### src/rtl/dircc_node_mem_pkg.sv
// ---------------------------------------------------------------------------
// dircc_node_mem_pkg
//
// Purpose:
//   Shared definitions for the node processing-memory stream reader: the
//   sequencing FSM state type, default geometry of the dual-port processing
//   memory, and the descriptor range check used before any read is issued.
//
// Contents:
//   ADDR_W_DEFAULT      halfword address width of memory port s2
//   DEPTH_WORDS_DEFAULT number of halfwords in the processing memory
//   rd_state_t          reader FSM states
//   range_ok()          1 when a descriptor (addr, len) fits inside the memory
// ---------------------------------------------------------------------------
package dircc_node_mem_pkg;

    localparam int ADDR_W_DEFAULT      = 15;
    localparam int DEPTH_WORDS_DEFAULT = 20480;

    typedef enum logic [2:0] {
        ST_IDLE  = 3'd0,
        ST_CHECK = 3'd1,
        ST_READ  = 3'd2,
        ST_DRAIN = 3'd3,
        ST_FIN   = 3'd4
    } rd_state_t;

    // A descriptor is good when it moves at least one halfword and its
    // exclusive end address stays inside the memory. The sum is formed one
    // bit wider than the operands so it can never wrap back into range.
    function automatic logic range_ok(input logic [31:0] addr,
                                      input logic [31:0] len,
                                      input logic [31:0] depth);
        logic [32:0] end_excl;
        end_excl = {1'b0, addr} + {1'b0, len};
        return (len != 32'd0) && (end_excl <= {1'b0, depth});
    endfunction

endpackage

### src/rtl/dircc_node_mem_rd_fifo.sv
// ---------------------------------------------------------------------------
// dircc_node_mem_rd_fifo
//
// Purpose:
//   Small synchronous FIFO holding read-return beats between the memory port
//   and the outbound stream. Each entry carries the data word plus the sop
//   and eop flags that were decided when the beat was pushed.
//
// Ports:
//   clk, reset   clock and synchronous active-high reset (flushes contents)
//   push         write push_data this cycle
//   push_data    entry to store
//   pop          remove the head entry this cycle
//   head         current head entry (meaningful only when not empty)
//   count        number of valid entries, 0..DEPTH
//   empty        count == 0
// ---------------------------------------------------------------------------
module dircc_node_mem_rd_fifo #(
    parameter int DEPTH = 4,
    parameter int WIDTH = 18
) (
    input  logic                     clk,
    input  logic                     reset,
    input  logic                     push,
    input  logic [WIDTH-1:0]         push_data,
    input  logic                     pop,
    output logic [WIDTH-1:0]         head,
    output logic [$clog2(DEPTH):0]   count,
    output logic                     empty
);

    localparam int PTR_W = $clog2(DEPTH);
    localparam int CNT_W = PTR_W + 1;

    logic [WIDTH-1:0] storage [DEPTH];
    logic [PTR_W-1:0] wr_ptr;
    logic [PTR_W-1:0] rd_ptr;
    logic             full;
    logic             do_push;
    logic             do_pop;

    // A push into a full FIFO is still accepted when the head leaves in the
    // same cycle; the freed slot is the one being written.
    always_comb begin
        empty   = (count == '0);
        full    = (count == CNT_W'(DEPTH));
        do_pop  = pop & ~empty;
        do_push = push & (~full | do_pop);
        head    = storage[rd_ptr];
    end

    // Pointers and occupancy. DEPTH is a power of two, so the pointers wrap
    // naturally at their width.
    always_ff @(posedge clk) begin
        if (reset) begin
            wr_ptr <= '0;
            rd_ptr <= '0;
            count  <= '0;
        end else begin
            if (do_push) begin
                wr_ptr <= wr_ptr + PTR_W'(1);
            end
            if (do_pop) begin
                rd_ptr <= rd_ptr + PTR_W'(1);
            end
            case ({do_push, do_pop})
                2'b10:   count <= count + CNT_W'(1);
                2'b01:   count <= count - CNT_W'(1);
                default: count <= count;
            endcase
        end
    end

    // Entry storage needs no reset: an entry is only ever read after it was
    // written, because the pointers and count are reset together.
    always_ff @(posedge clk) begin
        if (do_push) begin
            storage[wr_ptr] <= push_data;
        end
    end

endmodule

### src/rtl/dircc_node_mem_stream_reader.sv
// ---------------------------------------------------------------------------
// dircc_node_mem_stream_reader
//
// Purpose:
//   Avalon-MM read master on the 16-bit s2 port of the node's dual-port
//   processing memory. Takes a descriptor (first halfword address, length),
//   reads the buffer and sends it out as one Avalon-ST packet with
//   backpressure, so the CPU can hand a message buffer to the outbound path
//   without copying it.
//
// Ports:
//   clk, reset          single clock, synchronous active-high reset
//   cmd_valid/ready     descriptor handshake; cmd_addr, cmd_len descriptor
//   mem_*               Avalon-MM master towards s2 (read only, latency 1)
//   mem_readdata        read data, valid one cycle after mem_chipselect
//   out_valid/ready     stream handshake; out_data, out_sop, out_eop payload
//   busy                transfer in progress
//   done                one-cycle end-of-transfer pulse
//   err                 one-cycle pulse alongside done for a rejected descriptor
// ---------------------------------------------------------------------------
module dircc_node_mem_stream_reader
    import dircc_node_mem_pkg::*;
#(
    parameter int ADDR_W      = ADDR_W_DEFAULT,
    parameter int DATA_W      = 16,
    parameter int DEPTH_WORDS = DEPTH_WORDS_DEFAULT,
    parameter int LEN_W       = 16,
    parameter int FIFO_DEPTH  = 4
) (
    input  logic              clk,
    input  logic              reset,
    input  logic              cmd_valid,
    output logic              cmd_ready,
    input  logic [ADDR_W-1:0] cmd_addr,
    input  logic [LEN_W-1:0]  cmd_len,
    output logic [ADDR_W-1:0] mem_address,
    output logic              mem_chipselect,
    output logic              mem_clken,
    output logic              mem_write,
    output logic [1:0]        mem_byteenable,
    output logic [DATA_W-1:0] mem_writedata,
    input  logic [DATA_W-1:0] mem_readdata,
    output logic              out_valid,
    input  logic              out_ready,
    output logic [DATA_W-1:0] out_data,
    output logic              out_sop,
    output logic              out_eop,
    output logic              busy,
    output logic              done,
    output logic              err
);

    localparam int CNT_W  = $clog2(FIFO_DEPTH) + 1;
    localparam int FIFO_W = DATA_W + 2;

    rd_state_t          state;
    rd_state_t          state_next;

    logic [ADDR_W-1:0]  rd_addr;
    logic [LEN_W-1:0]   rd_left;
    logic [LEN_W-1:0]   out_left;
    logic [LEN_W-1:0]   push_left;
    logic               push_first;
    logic               inflight;
    logic               reject;

    logic               accept;
    logic               issue;
    logic               handshake;
    logic               last_handshake;
    logic               range_good;
    logic [CNT_W:0]     occupancy;

    logic [CNT_W-1:0]   fifo_count;
    logic               fifo_empty;
    logic [FIFO_W-1:0]  fifo_head;
    logic [FIFO_W-1:0]  fifo_in;

    // Handshake and read-issue decisions. A read may only go out when the
    // FIFO has room for it counting the one return that may still be on its
    // way, since a return cannot be stalled once the strobe is issued.
    always_comb begin
        cmd_ready      = (state == ST_IDLE) & ~reset;
        accept         = cmd_valid & cmd_ready;
        occupancy      = {1'b0, fifo_count} + {{CNT_W{1'b0}}, inflight};
        issue          = (state == ST_READ) && (rd_left != '0) &&
                         (occupancy < (CNT_W+1)'(FIFO_DEPTH));
        handshake      = ~fifo_empty & out_ready;
        last_handshake = handshake && (out_left == LEN_W'(1));
        range_good     = range_ok(32'(rd_addr), 32'(rd_left), 32'(DEPTH_WORDS));
    end

    // FSM state register.
    always_ff @(posedge clk) begin
        if (reset) begin
            state <= ST_IDLE;
        end else begin
            state <= state_next;
        end
    end

    // FSM next-state logic. DRAIN leaves on the eop handshake itself so that
    // done follows the last beat by exactly one cycle.
    always_comb begin
        state_next = state;
        case (state)
            ST_IDLE: begin
                if (accept) begin
                    state_next = ST_CHECK;
                end
            end
            ST_CHECK: begin
                state_next = range_good ? ST_READ : ST_FIN;
            end
            ST_READ: begin
                if ((rd_left == '0) || (issue && (rd_left == LEN_W'(1)))) begin
                    state_next = ST_DRAIN;
                end
            end
            ST_DRAIN: begin
                if ((out_left == '0) || last_handshake) begin
                    state_next = ST_FIN;
                end
            end
            ST_FIN: begin
                state_next = ST_IDLE;
            end
            default: begin
                state_next = ST_IDLE;
            end
        endcase
    end

    // FSM and stream outputs. The stream fields are forced to zero while the
    // FIFO is empty so nothing stale is visible after a flush.
    always_comb begin
        mem_chipselect = issue;
        mem_address    = issue ? rd_addr : '0;
        mem_clken      = 1'b1;
        mem_write      = 1'b0;
        mem_byteenable = 2'b11;
        mem_writedata  = '0;
        busy           = (state != ST_IDLE);
        done           = (state == ST_FIN);
        err            = (state == ST_FIN) & reject;
        out_valid      = ~fifo_empty;
        out_sop        = ~fifo_empty & fifo_head[FIFO_W-1];
        out_eop        = ~fifo_empty & fifo_head[FIFO_W-2];
        out_data       = fifo_empty ? '0 : fifo_head[DATA_W-1:0];
    end

    // Transfer bookkeeping. Three independent counters track the read side,
    // the push side (to place sop/eop on each beat) and the stream side (to
    // know when the last beat has been taken). inflight marks the cycle in
    // which a read return arrives; clearing it on reset discards that return.
    always_ff @(posedge clk) begin
        if (reset) begin
            rd_addr    <= '0;
            rd_left    <= '0;
            out_left   <= '0;
            push_left  <= '0;
            push_first <= 1'b0;
            inflight   <= 1'b0;
            reject     <= 1'b0;
        end else begin
            inflight <= issue;
            if (accept) begin
                rd_addr    <= cmd_addr;
                rd_left    <= cmd_len;
                out_left   <= cmd_len;
                push_left  <= cmd_len;
                push_first <= 1'b1;
                reject     <= 1'b0;
            end else begin
                if (state == ST_CHECK) begin
                    reject <= ~range_good;
                end
                if (issue) begin
                    rd_addr <= rd_addr + ADDR_W'(1);
                    rd_left <= rd_left - LEN_W'(1);
                end
                if (inflight) begin
                    push_left  <= push_left - LEN_W'(1);
                    push_first <= 1'b0;
                end
                if (handshake && (out_left != '0)) begin
                    out_left <= out_left - LEN_W'(1);
                end
            end
        end
    end

    // Each returned word is tagged with its packet position as it enters
    // the FIFO, so the stream side only has to present the head.
    assign fifo_in = {push_first, (push_left == LEN_W'(1)), mem_readdata};

    dircc_node_mem_rd_fifo #(
        .DEPTH (FIFO_DEPTH),
        .WIDTH (FIFO_W)
    ) u_fifo (
        .clk       (clk),
        .reset     (reset),
        .push      (inflight),
        .push_data (fifo_in),
        .pop       (handshake),
        .head      (fifo_head),
        .count     (fifo_count),
        .empty     (fifo_empty)
    );

endmodule

### config.mk
export PLATFORM = sky130hd
export DESIGN_NAME = dircc_node_mem_stream_reader
export DESIGN_NICKNAME = d
export VERILOG_FILES = /design/src/rtl/dircc_node_mem_pkg.sv /design/src/rtl/dircc_node_mem_rd_fifo.sv /design/src/rtl/dircc_node_mem_stream_reader.sv
export SDC_FILE = /design/constraint.sdc
export NUM_CORES = 1
export LEC_CHECK = 0
export CAP_MARGIN = 20
export CELL_PAD_IN_SITES_DETAIL_PLACEMENT = 1
export CELL_PAD_IN_SITES_GLOBAL_PLACEMENT = 2
export CORE_MARGIN = 10
export CORE_UTILIZATION = 32
export DETAILED_ROUTE_END_ITERATION = 10
export PLACE_DENSITY = 0.78
export SYNTH_ARGS = -nofsm -noshare
export SYNTH_HDL_FRONTEND = slang
export SYNTH_HIERARCHICAL = 1
export SYNTH_SLANG_ARGS = --single-unit
### constraint.sdc
create_clock -name clk -period 2.5 [get_ports clk]
set_input_delay 0.5 -clock clk [delete_from_list [all_inputs] [get_ports clk]]
set_output_delay 0.5 -clock clk [all_outputs]
set_load 0.01 [all_outputs]
==> impl_metrics.py <==
metrics = {
    "outcome": {
        "status": "complete, but fails checks",
        "violations": "setup timing",
    },
    "setup_path": {
        "critical-path-slowest-cell": "sky130_fd_sc_hd__or4_4",
        "path_max_fanout": 6,
        "slowest_delay_ns": 0.53,
        "setup.worst_path.end_class": "output pin",
        "r2r.worst_path.cells": 8,
        "setup.worst_path.start_class": "flip-flop",
        "worst-endpoint-arrival_ns": 2.29,
        "worst_setup_path_category": "flip-flop to output pin",
        "worst_ep_required_time_ns": 2.00,
        "path_cells": "or4_4 > nand4b_1 > o211a_4 > clkbuf_16 > and2_4 > buf_6",
    },
    "global_routing": {
        "first_global_vias": 6780,
        "grt_start_max_net_pins": 34,
        "global_route.usage.met1_pct": 20.4,
        "gr-usage-all-layers_pct": 15.3,
        "grt_overflow_total": 0,
        "grt.met3_usage_pct": 3.49,
        "gr-usage-met2_pct": 24.7,
        "antenna_violations_before_repair": 0,
        "wire_length_of_the_first_global_routing_pass_mm": 37.6,
        "grt-busiest-layer": "met2",
    },
    "hold_path": {
        "holdPathStages": 2,
        "min_path_type": "flip-flop to flip-flop",
    },
    "clock_network": {
        "clk_pin_slew_ns": 0.07,
        "tritoncts": "done",
        "tritoncts_buffer_count": 17,
        "cts_root_buf": "sky130_fd_sc_hd__clkbuf_16",
        "clkLatencyLatePin_ns": 0.44,
        "htreeDepth": 4,
        "cts_buffer_depth": 2,
        "clk_sinks": 150,
    },
    "yosys": {
        "async_flop_share_pct": 0,
        "yosys.area.top_type": "sky130_fd_sc_hd__edfxtp_1",
        "synth-main-ff-cell": "sky130_fd_sc_hd__dfxtp_1",
        "synthesis.yosys.warnings": 6,
        "synthesis.instances": 747,
        "netlist_top_cells_area": "sky130_fd_sc_hd__edfxtp_1, sky130_fd_sc_hd__dfxtp_1, sky130_fd_sc_hd__mux4_2, sky130_fd_sc_hd__xnor2_1, sky130_fd_sc_hd__ha_1",
        "synthesis.area_um2": 7710,
        "ys_ff_latch": 150,
        "synth_enable_flop_cells": 72,
        "synth.yosys.seq_area_share_pct": 48.3,
        "syn-mean-instance-area_um2": 10.3,
        "netlist.area_leader.share_pct": 28.0,
        "synth_cell_types": 61,
    },
    "sta": {
        "finalCriticalPeriod_ns": 2.79,
        "min_period_over_period_pct": 112,
        "finalSetupViolations": 31,
        "rsz0062_at_grt": "true",
        "worst_clock_skew_ns": 0.0162,
        "final_critical_path_setup_slack_ns": -0.290,
        "finalMaxSlewViolations": 0,
        "timing.final.hold_violations": 0,
        "tns_ns": -5.14,
        "worst_slew_pin_slew_ns": 0.672,
        "slew_headroom_pct": 55.2,
        "max_clock_freq_mhz": 358,
    },
    "die": {
        "floorplan.io_pins": 110,
        "std_cell_rows": 56,
        "floorplan.die_area_um2": 30700,
        "placeableCoreArea_um2": 23600,
        "die_width_um": 175,
        "chipHeight_um": 175,
        "starting_density_of_the_core_pct": 32.7,
    },
    "pwr": {
        "cellPowerDensity_nw_per_um2": 985,
        "totalPowerFinal_mw": 11.1,
        "worst_ir_drop_vdd_mv": 0.516,
        "power_leakage_nw": 4.26,
    },
    "layout": {
        "mostFrequentLayoutCells": "sky130_fd_sc_hd__buf_4, sky130_fd_sc_hd__edfxtp_1, sky130_fd_sc_hd__dfxtp_1",
        "layout-drive-gt1-share_pct": 32.7,
        "finish.net_count": 1049,
        "area_growth_syn_to_layout_pct": 46.3,
        "n_antenna_cell": 0,
        "layout_commonest_cell": "sky130_fd_sc_hd__buf_4",
    },
    "place": {
        "dp_hpwl_mm": 17.0,
        "placement.io_buffers": 89,
        "post-place-ws_ns": -0.388,
        "finalWeightedCongestion": 0.784,
    },
    "detailed_routing": {
        "first_pass_iters": 5,
        "detail_route.drc_violations": 0,
        "detail-route-antenna-nets": 0,
        "routed-via-count": 6447,
        "detail_route.wirelength_mm": 24.2,
        "drt-initial-drc-count": 285,
        "routedWlPerCell_um": 18.6,
        "post_drt_via_cell_ratio": 4.95,
    },
    "flow_run": {
        "cap_violations": 0,
    },
}
==> stage by stage <==
| step | area, um^2 | hold slack [ns] | utilization, % | instances |
|---|---|---|---|---|
| after floorplan | 7850 | 0.450 | - | 765 |
| after global placement | 9890 | 0.476 | 41.9 | 1245 |
| final | 11300 | 0.503 | 47.8 | 1302 |
| after CTS | 10800 | 0.507 | 45.9 | 1295 |
| after global routing | 11300 | 0.529 | 47.8 | 1302 |
| after detailed placement | 9890 | 0.496 | 41.9 | 1245 |
==> worst max-delay path, delay by kind of cell (launching register included) <==
| kind | cells | cell delay [ns] |
|---|---|---|
| flip-flops | 1 | 0.32 |
| AND/OR/NAND/NOR | 3 | 0.91 |
| AO/OA/AOI/OAI | 1 | 0.34 |
| buffers and inverters | 2 | 0.28 |
==> layer usage <==
metal / vias up / routed length (um)
met5: - / 0
met4: 0 / 176
met3: 13 / 1010
met2: 125 / 11600
met1: 3204 / 11400
li1: 3105 / -
==> power by group <==
| group | switching, mW | internal (mW) | leakage (nW) |
|---|---|---|---|
| registers | 0.316 | 2.99 | 1.30 |
| logic | 2.63 | 2.54 | 2.66 |
| clock network | 1.27 | 1.37 | 0.301 |
==> what timing repair did <==
action	in CTS	in global routing
hold buffers	0	0
pin swaps	28	63
buffers inserted	17	8
resized for setup	147	85
endpoints found under the setup margin	46	64
cloned	2	2
==> cell type report <==
cell class | instances | area [um^2]
tap | 319 | 399
fill | 2616 | 12300
multi-input combinational | 542 | 4240
clock inverter | 15 | 189
sequential | 150 | 3740
clock buffer | 17 | 425
inverter | 23 | 86.3
timing repair buffer | 236 | 2210
==> worst paths after layout <==
| path | from | endpoint | slack (ns) |
|---|---|---|---|
| worst max register to register | out_left[2] | state[0] | -0.11 |
| worst max-delay path | rd_left[4] | mem_address[4] | -0.29 |
| worst min-delay path | reject | reject | 0.50 |
| worst min register to register | reject | reject | 0.50 |
==> cell families (layout without fill, tap and decap cells) <==
| kind of cell | Yosys count | count (layout) | synth area share (%) |
|---|---|---|---|
| AOI/OAI and AO/OA | 142 | 142 | 11.2 |
| xor gates and xnor gates | 63 | 63 | 7.15 |
| adders and majority gates | 28 | 28 | 4.74 |
| buffers and inverters | 73 | 291 | 4.62 |
| DFF | 150 | 150 | 48.3 |
| muxes | 25 | 25 | 6.20 |
| other | 2 | 20 | 0.0974 |
| and+or+nand+nor | 264 | 264 | 17.7 |
==> flip-flops by register name (all words and copies together), names as in the netlist, named ones only <==
name and flops:
rd_addr 15, inflight 1, u_fifo/wr_ptr 2, push_first 1
u_fifo/count 3, out_left 16, reject 1, u_fifo/rd_ptr 2
rd_left 16, u_fifo/storage 72, state 3, push_left 16
==> synthesized netlist by cell type (23+ instances only) <==
cell / n
sky130_fd_sc_hd__dfxtp_1: 78
sky130_fd_sc_hd__edfxtp_1: 72
sky130_fd_sc_hd__a21oi_1: 53
sky130_fd_sc_hd__inv_1: 23
sky130_fd_sc_hd__o21ai_0: 40
sky130_fd_sc_hd__xnor2_1: 43
sky130_fd_sc_hd__ha_1: 26
sky130_fd_sc_hd__nand2_1: 55
sky130_fd_sc_hd__clkbuf_1: 25
sky130_fd_sc_hd__nor2_1: 65
sky130_fd_sc_hd__nor2b_1: 23
No activity file was read; power rests on OpenSTA's default activity.
